**src/rtl/mips_pkg.sv**
```systemverilog
// Shared MIPS core definitions: mul/div op codes
// and the mul/div sequencer state encoding.
package mips_pkg;

  typedef enum logic [1:0] {
    OP_MULT  = 2'b00,
    OP_MULTU = 2'b01,
    OP_DIV   = 2'b10,
    OP_DIVU  = 2'b11
  } md_op_e;

  typedef enum logic [1:0] {
    S_IDLE = 2'b00,
    S_CALC = 2'b01,
    S_FIX  = 2'b10,
    S_DONE = 2'b11
  } md_state_e;

endpackage

```
**src/rtl/mul_div_unit.sv**
```systemverilog
// Iterative MULT/MULTU/DIV/DIVU unit feeding the hi/lo pair.
// Ports: CLK, RST (async, active-low), start, op[1:0],
//   src_a/src_b[SIZE-1:0] in; busy, done, HLEN (=done),
//   hi_out/lo_out[SIZE-1:0] (registered), dz out.
// Option: MUL_DIV_ZERO_DETECT_EN short-cuts divide by zero
//   straight to FIX with hi=src_a, lo=all ones, dz=1.
module mul_div_unit
  import mips_pkg::*;
#(
  parameter int SIZE = 32
) (
  input  logic            CLK,
  input  logic            RST,
  input  logic            start,
  input  logic [1:0]      op,
  input  logic [SIZE-1:0] src_a,
  input  logic [SIZE-1:0] src_b,
  output logic            busy,
  output logic            done,
  output logic            HLEN,
  output logic [SIZE-1:0] hi_out,
  output logic [SIZE-1:0] lo_out,
  output logic            dz
);

  localparam int CW = (SIZE > 1) ? $clog2(SIZE) : 1;

  md_state_e state, state_nx;

  logic [CW-1:0]   count;
  logic [SIZE-1:0] acc_hi;
  logic [SIZE-1:0] acc_lo;
  logic [SIZE-1:0] opnd;
  logic            is_div;
  logic            neg_q;
  logic            neg_r;
  logic            dz_pend;

  logic            sgn_op;
  logic            div_op;
  logic            sa;
  logic            sb;
  logic [SIZE-1:0] mag_a;
  logic [SIZE-1:0] mag_b;
  logic            zero_div;

  assign sgn_op = (op == OP_MULT) || (op == OP_DIV);
  assign div_op = (op == OP_DIV) || (op == OP_DIVU);
  assign sa     = sgn_op & src_a[SIZE-1];
  assign sb     = sgn_op & src_b[SIZE-1];
  assign mag_a  = sa ? (~src_a + 1'b1) : src_a;
  assign mag_b  = sb ? (~src_b + 1'b1) : src_b;

`ifdef MUL_DIV_ZERO_DETECT_EN
  assign zero_div = div_op && (src_b == '0);
`else
  assign zero_div = 1'b0;
`endif

  // Multiply step: add multiplicand on LSB, shift
  // {carry,hi,lo} right by one.
  logic [SIZE:0]   mul_sum;
  logic [SIZE-1:0] mul_hi_nx;
  logic [SIZE-1:0] mul_lo_nx;

  assign mul_sum   = {1'b0, acc_hi}
                   + (acc_lo[0] ? {1'b0, opnd}
                                : {(SIZE+1){1'b0}});
  assign mul_hi_nx = mul_sum[SIZE:1];
  assign mul_lo_nx = {mul_sum[0], acc_lo[SIZE-1:1]};

  // Restoring divide step: remainder in hi, dividend
  // shifting out of lo while quotient bits shift in.
  logic [SIZE:0]   div_sh;
  logic [SIZE+1:0] div_df;
  logic            div_ok;
  logic [SIZE-1:0] div_hi_nx;
  logic [SIZE-1:0] div_lo_nx;

  assign div_sh    = {acc_hi, acc_lo[SIZE-1]};
  assign div_df    = {1'b0, div_sh} - {2'b00, opnd};
  assign div_ok    = ~div_df[SIZE+1];
  assign div_hi_nx = div_ok ? div_df[SIZE-1:0]
                            : div_sh[SIZE-1:0];
  assign div_lo_nx = {acc_lo[SIZE-2:0], div_ok};

  logic [2*SIZE-1:0] prod;
  logic [2*SIZE-1:0] prod_fix;
  logic [SIZE-1:0]   quo_fix;
  logic [SIZE-1:0]   rem_fix;

  assign prod     = {acc_hi, acc_lo};
  assign prod_fix = neg_q ? (~prod + 1'b1) : prod;
  assign quo_fix  = neg_q ? (~acc_lo + 1'b1) : acc_lo;
  assign rem_fix  = neg_r ? (~acc_hi + 1'b1) : acc_hi;

  always_ff @(posedge CLK or negedge RST) begin
    if (!RST) state <= S_IDLE;
    else      state <= state_nx;
  end

  always_comb begin
    state_nx = state;
    busy     = 1'b1;
    done     = 1'b0;
    unique case (state)
      S_IDLE: begin
        busy = 1'b0;
        if (start)
          state_nx = zero_div ? S_FIX : S_CALC;
      end
      S_CALC: begin
        if (count == '0) state_nx = S_FIX;
      end
      S_FIX: state_nx = S_DONE;
      S_DONE: begin
        done     = 1'b1;
        state_nx = S_IDLE;
      end
      default: state_nx = S_IDLE;
    endcase
  end

  assign HLEN = done;

  always_ff @(posedge CLK or negedge RST) begin
    if (!RST) begin
      count   <= '0;
      acc_hi  <= '0;
      acc_lo  <= '0;
      opnd    <= '0;
      is_div  <= 1'b0;
      neg_q   <= 1'b0;
      neg_r   <= 1'b0;
      dz_pend <= 1'b0;
      hi_out  <= '0;
      lo_out  <= '0;
      dz      <= 1'b0;
    end else begin
      unique case (state)
        S_IDLE: begin
          if (start) begin
            is_div  <= div_op;
            dz_pend <= zero_div;
            count   <= CW'(SIZE - 1);
            if (zero_div) begin
              // Preload the fixed result; FIX
              // passes it through unsigned.
              acc_hi <= src_a;
              acc_lo <= '1;
              opnd   <= '0;
              neg_q  <= 1'b0;
              neg_r  <= 1'b0;
            end else begin
              acc_hi <= '0;
              acc_lo <= div_op ? mag_a : mag_b;
              opnd   <= div_op ? mag_b : mag_a;
              neg_q  <= sa ^ sb;
              neg_r  <= sa;
            end
          end
        end
        S_CALC: begin
          count  <= count - 1'b1;
          acc_hi <= is_div ? div_hi_nx : mul_hi_nx;
          acc_lo <= is_div ? div_lo_nx : mul_lo_nx;
        end
        S_FIX: begin
          if (is_div) begin
            hi_out <= rem_fix;
            lo_out <= quo_fix;
          end else begin
            hi_out <= prod_fix[2*SIZE-1:SIZE];
            lo_out <= prod_fix[SIZE-1:0];
          end
          dz <= dz_pend;
        end
        S_DONE: begin
        end
        default: begin
        end
      endcase
    end
  end

endmodule
```
**config.mk**
```make
export PLATFORM = sky130hd
export DESIGN_NAME = mul_div_unit
export DESIGN_NICKNAME = d
export VERILOG_FILES = /design/src/rtl/mips_pkg.sv /design/src/rtl/mul_div_unit.sv
export SDC_FILE = /design/constraint.sdc
export NUM_CORES = 1
export LEC_CHECK = 0
export ABC_AREA = 1
export CORE_MARGIN = 2
export CORE_UTILIZATION = 40
export DETAILED_ROUTE_END_ITERATION = 12
export SETUP_SLACK_MARGIN = 0.02
export SYNTH_ARGS = -nofsm -noshare
export SYNTH_HDL_FRONTEND = slang
export SYNTH_SLANG_ARGS = --single-unit
```
**constraint.sdc**
```tcl
create_clock -name CLK -period 5.68 [get_ports CLK]
set_input_delay 1.136 -clock CLK [delete_from_list [all_inputs] [get_ports CLK]]
set_output_delay 1.136 -clock CLK [all_outputs]
set_load 0.01 [all_outputs]
```
==> flow_summary.ini <==
[cells_and_area]
layout_commonest_cell = nand2_1
syn2layout_area_growth_pct = 13.69
seq_area_um2 = 4255
nets = 3310
drive_gt1_share_pct = 2.895
final_cell_mix = 1053 x nand2_1, 446 x inv_1, 330 x nand3_1
nFillCells = 4958
diodes = 0
multi_input_area_um2 = 11470

[route]
firstDrtPassIters = 6
wl_met2_mm = 33.21
antenna_left = 0
vias = 20660
remaining_drc_errors = 0
wl_met3_mm = 5.847
routed_via_density = 5.480
top_layer = met5
drt_wl_total_mm = 78.73
route.detailed.wl_per_inst_um = 20.88
wl_met1_mm = 36.95
initialDrtViolationCount = 2243

[yosys]
syn_inst = 3088
synth-seq-cells = 170
synth_warnings = 0
synth_ff_type = dfrtp_1
synth_edf_count = 0
async_flop_share_pct = 100.0
post-synth-top-area-fraction_pct = 23.83
ys_seq_area_share_pct = 23.83
synth_top_area_cell = dfrtp_1
avgSynthCellArea_um2 = 5.782
yosysUniqueCellTypes = 50
synthesis.nets = 3233
syn-cell-area_um2 = 17850
synth.area.top_cells = dfrtp_1 24%, nand2_1 22%, inv_1 9.4%, nand3_1 9.3%, nor2_1 6.4%

[job]
max_cap_violations = 0

[worst_setup_path]
critPathRequiredTime_ns = 6.03
worst-setup-path-type = in2reg
path_common_cell = o21ai_0
critPathSlowestCell = nor2_1
cp_num_buf_inv = 2
cp_max_fo = 5
critPathTopFamily = simple AND/OR/NAND/NOR gates
timing.critical_path.cells = clkdlybuf4s50_1 -> inv_1 -> ha_1 -> nand3_1 -> nor2_1 -> nand3b_1 -> o21ai_0 -> xnor2_1 -> o21ai_0 -> a21oi_1
crit_arrival_ns = 3.99
startpoint_type = primary input
critical_path.max_stage_delay_ns = 0.47
crit_path_end_kind = flip-flop

[global_route]
antenna_found_initial = 1
grt_first_pass_wirelength_mm = 117.2
grt_max_degree = 88
grtUsageTotal_pct = 33.26
overflow = 0
grt_pass1_vias = 18940

[die]
rows = 77
io_pins = 137
die-area_um2 = 46340
core_area_um2 = 44120
die_y_um = 215.3
initial_core_util_pct = 40.46
chipWidth_um = 215.3

[place]
io_buffers = 135
place_congestion = 1.026
dp_hpwl_mm = 64.82

[timing]
grt_setup_unrepaired = false
fin_tns_setup_ns = 0
period_share_pct = 64.17
finalCriticalPeriod_ns = 3.645
fmax_ghz = 0.2744
drv_slew = 0
setup_viol = 0
hold_ws_ns = 0.4806
timing_hold_violations_final = 0
tightest_slew_ns = 1.121
slew_headroom_pct = 25.22
skew_ns = 0.01717

[power_and_ir_drop]
power_frac_seq_pct = 20.3
leakagePower_nw = 10.62
p_sw_mw = 7.626
total_power_mw = 13.04
peakVddDrop_uv = 322.9
switching_share_pct = 58.46
comb_power_share_pct = 70.1
clkPwrFrac_pct = 9.6
internal_power_mw = 5.418
pwr_density_cell_nw_per_um2 = 642.7

[outcome]
status = completed

[clock_network]
post_cts_buffers = 0
clkLatencyLatePin_ns = 0.48
cts_buffer_depth = 2
cts.repair.resized = 0
cts_root_buffer = clkbuf_16
numCtsBuffers = 17
cts_hold_buf = 0
h-tree-depth = 4
clock_sinks = 170
path_clk_slew_ns = 0.08
cts_tree = built

[hold_path]
hp-class = reg2reg
kinds of logic after synthesis:
kind of cell | count (synthesis) | synth area share [%]
AOI/OAI and AO/OA | 384 | 11.89
xor gates and xnor gates | 89 | 4.366
adders and majority gates | 76 | 5.410
buffers and inverters | 555 | 11.96
DFF | 170 | 23.83
other | 1 | 0.02100
and+or+nand+nor | 1813 | 42.53
cell usage after synthesis (2+ instances only):
cell type	n
buf_1	7
nand3_1	330
nor4_1	2
buf_4	3
a21oi_1	132
a31oi_1	9
xnor2_1	26
ha_1	74
inv_2	8
o21ai_2	2
or3_1	2
o211ai_1	19
and2_1	5
dfrtp_1	170
clkbuf_1	68
fa_1	2
nand3b_1	20
buf_6	3
o221ai_1	9
clkinv_1	5
o21bai_1	10
nand3_2	2
nand2_1	1053
o21ai_1	15
nor2_2	6
nand4_1	46
buf_2	14
inv_1	447
a22oi_1	13
xor2_1	63
nor2_1	303
or2_2	6
nor3_1	23
nor2_4	2
nand2_4	2
o21ai_0	167
a21o_1	3
nand2_2	5
path summary, 6_finish.rpt:
check	from	end	slack, ns	depth (start not counted)
max	src_b[0]	acc_lo[18]	2.04	10
min	hi_out[6]	hi_out[6]	0.48	2
max reg2reg	acc_lo[0]	acc_hi[27]	2.41	18
min reg2reg	hi_out[6]	hi_out[6]	0.48	2
max in group asynchronous	RST	is_div	3.94	2
min in group asynchronous	RST	acc_hi[29]	0.68	1
worst min-delay path: stages (launching register included):
cell,delay [ns]
dfrtp_1,0.35
nand2_1,0.05
nand2_1,0.05
final cells by class:
cell class | instances | area share [%]
Sequential cell | 170 | 20.97
Inverter | 460 | 8.507
Clock buffer | 18 | 2.114
Multi-Input combinational cell | 2363 | 56.50
Tap cell | 592 | 3.649
Timing Repair Buffer | 153 | 7.391
Clock inverter | 14 | 0.8754
sequential cells by signal (all words and copies together) (netlist names):
register  flops
neg_q         1
acc_lo       32
is_div        1
neg_r         1
state         2
lo_out       32
hi_out       32
count         5
acc_hi       32
opnd         32
through the flow:
step           setup WS (ns)  instances  util [%]  area [um2]
6_report               2.035       3770     46.00       20300
5_1_grt                1.974       3770     46.00       20300
4_1_cts                2.165       3770     46.00       20300
3_5_place_dp           1.660       3738     44.62       19690
3_3_place_gp           1.542       3738     44.62       19690
2_1_floorplan          3.153       3088         -       17850
metal layers:
layer / up-vias / track usage [%]
li1: 9958 / -
met1: 9695 / 49.29
met2: 898 / 49.48
met3: 105 / 4.105
met4: 2 / 11.49
met5: - / 0
power by group through the flow:
stage | clock (mW) | sequential, mW | combinational [mW]
6_report | 1.25 | 2.65 | 9.14
3_5_place_dp | 0 | 2.63 | 8.96
5_1_grt | 1.31 | 2.69 | 10.1
4_1_cts | 1.26 | 2.61 | 8.99
2_1_floorplan | 0 | 2.33 | 6.02
3_3_place_gp | 0 | 2.62 | 8.91
Note: power is estimated with default switching activity, not from simulation.
